File: src/rtl/alu_writeback_stage.sv
// ALU writeback stage: 2-entry result FIFO toward the register file
// plus the architectural flag register (psr) and the carry fed back to the ALU.
module alu_writeback_stage #(
    parameter int DATA_W = 16,
    parameter int REG_AW = 4
) (
    input  logic              clk,
    input  logic              reset_n,
    input  logic              in_valid,
    output logic              in_ready,
    input  logic [DATA_W-1:0] alu_c,
    input  logic [4:0]        alu_flags,
    input  logic [7:0]        opcode,
    input  logic [REG_AW-1:0] dest,
    input  logic              flush,
    output logic              wb_valid,
    input  logic              wb_ready,
    output logic [DATA_W-1:0] wb_data,
    output logic [REG_AW-1:0] wb_dest,
    output logic [4:0]        psr,
    output logic              cin
);

    localparam logic [1:0] CNT_EMPTY = 2'd0;
    localparam logic [1:0] CNT_ONE   = 2'd1;
    localparam logic [1:0] CNT_FULL  = 2'd2;

    logic [1:0]        count_q, count_d;
    logic [DATA_W-1:0] data0_q, data0_d, data1_q, data1_d;
    logic [REG_AW-1:0] dest0_q, dest0_d, dest1_q, dest1_d;
    logic [4:0]        psr_q, psr_d;

    logic [3:0] op_hi;
    logic [3:0] op_lo;
    logic       is_nop;
    logic       is_cmp;
    logic       accept;
    logic       push;
    logic       pop;

    assign op_hi = opcode[7:4];
    assign op_lo = opcode[3:0];

    // Opcodes with no architectural effect in this stage
    assign is_nop = ((op_hi == 4'h0) &&
                     ((op_lo == 4'h0) || (op_lo == 4'hA) ||
                      (op_lo == 4'hC) || (op_lo == 4'hD) ||
                      (op_lo == 4'hE))) ||
                    !((op_hi == 4'h0) || (op_hi == 4'h5) ||
                      (op_hi == 4'h6) || (op_hi == 4'h7) ||
                      (op_hi == 4'h8));
    assign is_cmp = (opcode == 8'h0B) || (opcode == 8'h0F);

    assign in_ready = (count_q != CNT_FULL);
    assign wb_valid = (count_q != CNT_EMPTY);
    assign wb_data  = data0_q;
    assign wb_dest  = dest0_q;
    assign psr      = psr_q;
    assign cin      = psr_q[3];

    assign accept = in_valid && in_ready && !flush;
    assign push   = accept && !is_nop && !is_cmp;
    assign pop    = wb_valid && wb_ready && !flush;

    always_comb begin
        count_d = count_q;
        data0_d = data0_q;
        data1_d = data1_q;
        dest0_d = dest0_q;
        dest1_d = dest1_q;
        psr_d   = psr_q;
        if (flush) begin
            count_d = CNT_EMPTY;
        end else begin
            count_d = count_q + {1'b0, push} - {1'b0, pop};
            if (accept && !is_nop) begin
                psr_d = alu_flags;
            end
            // Slot 0 is always the head; it only moves on a pop
            unique case (1'b1)
                pop && (count_q == CNT_FULL): begin
                    data0_d = data1_q;
                    dest0_d = dest1_q;
                end
                pop && push: begin
                    data0_d = alu_c;
                    dest0_d = dest;
                end
                !pop && push && (count_q == CNT_EMPTY): begin
                    data0_d = alu_c;
                    dest0_d = dest;
                end
                !pop && push && (count_q == CNT_ONE): begin
                    data1_d = alu_c;
                    dest1_d = dest;
                end
                default: begin
                end
            endcase
        end
    end

    always_ff @(posedge clk or negedge reset_n) begin
        if (!reset_n) begin
            count_q <= CNT_EMPTY;
            data0_q <= '0;
            data1_q <= '0;
            dest0_q <= '0;
            dest1_q <= '0;
            psr_q   <= 5'b00000;
        end else begin
            count_q <= count_d;
            data0_q <= data0_d;
            data1_q <= data1_d;
            dest0_q <= dest0_d;
            dest1_q <= dest1_d;
            psr_q   <= psr_d;
        end
    end

endmodule
File: config.mk
export PLATFORM = sky130hd
export DESIGN_NAME = alu_writeback_stage
export DESIGN_NICKNAME = d
export VERILOG_FILES = /design/src/rtl/alu_writeback_stage.sv
export SDC_FILE = /design/constraint.sdc
export NUM_CORES = 1
export LEC_CHECK = 0
export ABC_AREA = 1
export ABC_CLOCK_PERIOD_IN_PS = 2400
export BUFFER_PORTS_ARGS = -buffer_cell sky130_fd_sc_hd__buf_2
export CORE_UTILIZATION = 30
export CTS_CLUSTER_DIAMETER = 100
export CTS_CLUSTER_SIZE = 40
export DETAILED_ROUTE_END_ITERATION = 8
export PLACE_DENSITY = 0.52
export SETUP_SLACK_MARGIN = 0.15
export SLEW_MARGIN = 20
export SYNTH_ARGS = -nofsm -noshare
export SYNTH_HDL_FRONTEND = slang
export SYNTH_SLANG_ARGS = --single-unit
export TNS_END_PERCENT = 30
File: constraint.sdc
create_clock -name clk -period 2.4 [get_ports clk]
set_input_delay 0 -clock clk [delete_from_list [all_inputs] [get_ports clk]]
set_output_delay 0 -clock clk [all_outputs]
set_load 0.02 [all_outputs]
[After elaboration in Yosys (flattened, before gate mapping)]
Index checks and enable logic that the tools add are counted.
Storage, ports and cells
  register bits after elaboration: 47
  bits of input ports: 38
  word-level logic and storage cells: 61
  output and inout port bits: 28
Operators by class
  multiplexer cells: 3
  bitwise gates (word level): 1
  equality and inequality tests: 13
  reductions and logical operators: 36
  add/subtract/negate cells: 2
Operator list (number)
  one-hot mux 16 bit (2 select lines): 1
  == test 4 bit, second input constant: 5
  == test 8 x 4 -> 1 bit, second input constant: 2
  == test 4 x 3 -> 1 bit, second input constant: 3
  logical AND 1 bit: 12
  logical OR 1 bit: 10
  zero test 4 bit: 2
  one-hot mux 4 bit (2 select lines): 1
  AND reduction 2 bit: 3
  zero test 1 bit: 5
  nonzero test 2 bit: 2
  adder 2 x 1 -> 2 bit: 1
  == test 2 x 1 -> 1 bit, second input constant: 1
  == test 2 bit, second input constant: 1
  zero test 2 bit: 1
  two-way mux 2 bit: 1
  inequality test 2 bit, second input constant: 1
  OR reduction 2 bit: 1
  subtractor 2 x 1 -> 2 bit: 1
  inverter 1 bit: 1

[Depth between registers and ports, before layout]
  depth in word-level cells: 15
  gate-level depth with buffers: 15
  mapped depth without buffers: 14

[Worst setup path before layout]
Ideal clock, no wire load.
  path type: flip-flop to flip-flop
  from: reg count_q[0]
  to: reg data0_q[11] (netlist: wb_data[11])
  setup slack: 439 ps
  cell stages (with the launch flop): 14
  library setup time: 117 ps
  path buffers: 1
  data arrival time: 1844 ps
  period minus slack after synthesis: 1961 ps
  path through: dfrtp_1 -> inv_1 -> nand2_1 -> nand2_1 -> a21oi_4 -> nand2_2 -> nor2_1 -> ha_1 -> nand2_2 -> nand2_4 -> buf_2 -> o21ai_0 -> nand2_1 -> nand2_1
On the way
  cells in the longest elaborated chain, start to end: 10
Ends and longest elaborated chain
  start: declaration: RTL line 28  | logic [1:0] count_q, count_d;
  start signal: assignment: RTL line 112  | count_q <= count_d;
  inequality test 2 bit (*): RTL line 54  | assign in_ready = (count_q != CNT_FULL);
  net in_ready: RTL line 10  | output logic in_ready,
  logical AND 1 bit (*) (2 in a row): RTL line 61  | assign accept = in_valid && in_ready && !flush;
  logical AND 1 bit (*) (2 in a row): RTL line 62  | assign push = accept && !is_nop && !is_cmp;
  logical AND 1 bit (2 in a row): RTL line 89  | !pop && push && (count_q == CNT_EMPTY): begin
  OR reduction 2 bit (no line) (*)
  nonzero test 2 bit (no line)
  AND reduction 2 bit (no line)
  end signal: assignment: RTL line 113  | data0_q <= data0_d;
  end: declaration: RTL line 29  | logic [DATA_W-1:0] data0_q, data0_d, data1_q, data1_d;
Mark *: on every way through the listed nets, which the timed path passes. The rest lies on a longest branch.
A chain may end at the register's enable or synchronous reset.

[Worst setup path after layout]
  from: reg count_q[1]
  to: reg data0_q[4] (netlist: wb_data[4])
On the way
  cells in the longest elaborated chain, start to end: 10
Ends and longest elaborated chain (RTL line)
  inequality test 2 bit: 54
  logical AND 1 bit (2 in a row): 61
  logical AND 1 bit (2 in a row): 62
  logical AND 1 bit (2 in a row): 89
  OR reduction 2 bit (no line)
  nonzero test 2 bit (no line)
  AND reduction 2 bit (no line)
Several ways; a longest one is shown, not always the timed one.

==> metrics.cfg <==
[cells_and_area]
drive_above_1_share=0.245
final_cell_mix=79 x nand2_1, 65 x buf_2, 47 x dfrtp_1
multi_input_area_um2=948
seq_area_mm2=0.00118
final_util=0.435
layout_commonest_cell=nand2_1
nets=428
fin_area_mm2=0.00319
antenna_cells=0
area_delta_synth_final_pct=38.1
n_fill_cell=724

[worst_setup_path]
critPathCaptureType=register
worstPathMaxFanout=20
crit_top_cell=nand2_1
required_ns=2.59
arrival_ns=2.22
cp_slowest_cell=dfrtp_1
path_cells=nand2_1, nand2_1, a21oi_4, nand2_4, nor2_4, ha_1, nand2_2, nand2_8, nand2_2, buf_4, nand3_1, nand2_1
critPathLaunchType=register
critPathKind=reg -> reg
slowest_delay_ns=0.44

[logic_synthesis]
ys_ff_latch=47
yosys_warnings=0
yosysUniqueCellTypes=21
syn_avg_cell_area_um2=8.01
synth_nets=330
ys_seq_area_frac=0.510
synth_cells=288
syn_area_mm2=0.00231

[pwr]
total_power_uw=2420
power_density_mw_per_mm2=760
seqPwrFrac=0.443
clock_power_share=0.248
p_leak_uw=0.00171
p_int_uw=1610
comb_power_share=0.308
swShare=0.334
max-vdd-ir-drop_uv=221
p_switching_uw=808

[die]
die_w_um=89.7
die_y_um=89.7
die-area_mm2=0.00805
start_util=0.315
core_area_mm2=0.00733
io_pins=66
rows=31

[place]
dp_hpwl_um=3640
dpl_cell_area_mm2=0.00272
gp_congestion=0.765
port_buffers=65

[sta]
tns_ns=0
period_needed_ns=2.03
slew_headroom=0.645
fin_worst_skew_ns=0.00569
fin_crit_sh=0.845
rsz0062_at_grt=false
finalSetupViolCount=0
fmax_mhz=493
max_slew.worst_pin.slew_ns=0.528
slew_viol_final=0
hold_violations=0
holdWs_ns=0.153

[drt]
final_antenna_net_count=0
wl_per_cell_um=11.2
drc_errors=0
drtPass1Iterations=4
viasPerCell=4.33
totalWireLength_um=5440
route.vias.total=2103
drt_iter0_markers=70

[cts]
cts-root-buf=clkbuf_8
clock_path_buffers=2
cts_tree=yes
cts_buffers=5
clk_latency_ns=0.30
htree_levels=2
clk_pin_slew_ns=0.09
cts.sinks=47

[worst_hold_path]
min_path_type=in -> async

[global_route]
grt_overflow=0
grt_pass1_vias=1947
antenna_found_initial=0
track_usage=0.144
grt_start_max_net_pins=41
grt_pass1_wl_um=8820

[status]
status=finished clean

[job]
maxCapViolCount=0

==> state kept, by name, summed over array words and instances, names as in the netlist <==
signal   count
data1_q     16
wb_data     16
psr          5
dest1_q      4
wb_dest      4
count_q      2
==> cell type report <==
cell class                 instances  area share
clock buffer                       6      0.0259
clock inverter                     2      0.0110
inverter                          33      0.0389
multi-input combinational        194       0.298
sequential                        47       0.369
tap                               99      0.0389
timing repair buffer             105       0.219
==> synthesized netlist by cell type <==
cell type / n / area (um^2)
nand2_1: 79 / 297
dfrtp_1: 47 / 1180
nand3_1: 36 / 180
inv_1: 33 / 124
nor2_1: 22 / 82.6
o21ai_0: 20 / 100
a21oi_1: 14 / 70.1
buf_2: 10 / 50.1
or2_0: 6 / 37.5
buf_4: 4 / 30.0
ha_1: 4 / 50.1
nand2_2: 3 / 18.8
nand4_1: 2 / 12.5
a21oi_4: 1 / 16.3
buf_6: 1 / 11.3
nand2_4: 1 / 11.3
nand3_2: 1 / 10.0
nor2_2: 1 / 6.26
nor4_1: 1 / 6.26
xnor2_1: 1 / 8.76
xor2_1: 1 / 8.76
==> path summary, 6_finish.rpt <==
| path | start | depth (start not counted) | slack, ns | to |
|---|---|---|---|---|
| max | count_q[1]$_DFF_PN0_ | 12 | 0.37 | wb_data[4]$_DFFE_PN0P_ |
| min | reset_n | 2 | 0.15 | wb_data[9]$_DFFE_PN0P_ |
| max reg2reg | count_q[1]$_DFF_PN0_ | 12 | 0.37 | wb_data[4]$_DFFE_PN0P_ |
| min reg2reg | data1_q[0]$_DFFE_PN0P_ | 2 | 0.48 | data1_q[0]$_DFFE_PN0P_ |
| max in group asynchronous | reset_n | 3 | 1.51 | data1_q[10]$_DFFE_PN0P_ |
| min in group clk | opcode[4] | 6 | 0.17 | psr[1]$_DFFE_PN0P_ |
==> cells by family after synthesis <==
group	count (synthesis)	synth area share
AND/OR/NAND/NOR	152	0.287
buffers and inverters	48	0.0933
flip-flops	47	0.510
AO/OA/AOI/OAI	35	0.0808
adder cells (fa/ha/maj)	4	0.0217
XOR/XNOR	2	0.00759
==> critical path: cells and delay by family (launching register included) <==
kind	cells	cell delay, ns
simple gates	9	0.89
buf+inv	1	0.21
fa+ha+maj	1	0.19
flops	1	0.44
compound gates	1	0.20
==> metrics by stage <==
stage | instances | worst slack, ns
floorplan | 288 | 0.439
global placement | 444 | 0.185
detailed placement | 444 | 0.122
CTS | 479 | 0.166
global route | 486 | 0.164
finish | 486 | 0.373
==> power by group through the flow <==
stage | Combinational [uW] | Sequential [uW] | Clock [uW]
final | 746 | 1070 | 601
after global placement | 700 | 1090 | 0
after CTS | 747 | 1080 | 619
after global routing | 843 | 1100 | 654
after detailed placement | 711 | 1100 | 0
after floorplan | 254 | 1280 | 0
==> routing by layer <==
metal / GRT usage / share of wire
met1: 0.176 / 0.46
met3: 0.0329 / 0.053
met5: 0 / 0
met4: 0.0476 / 0.014
met2: 0.252 / 0.47
==> repair_timing <==
item / in CTS / in global routing
hold endpoints to repair: 43 / 0
pin swaps: 0 / 1
resized for setup: 1 / 4
cloned: 0 / 1
setup buffers: 0 / 6
endpoints found under the setup margin: 20 / 40
hold buffers: 27 / 0
No activity file was read; power rests on OpenSTA's default activity.
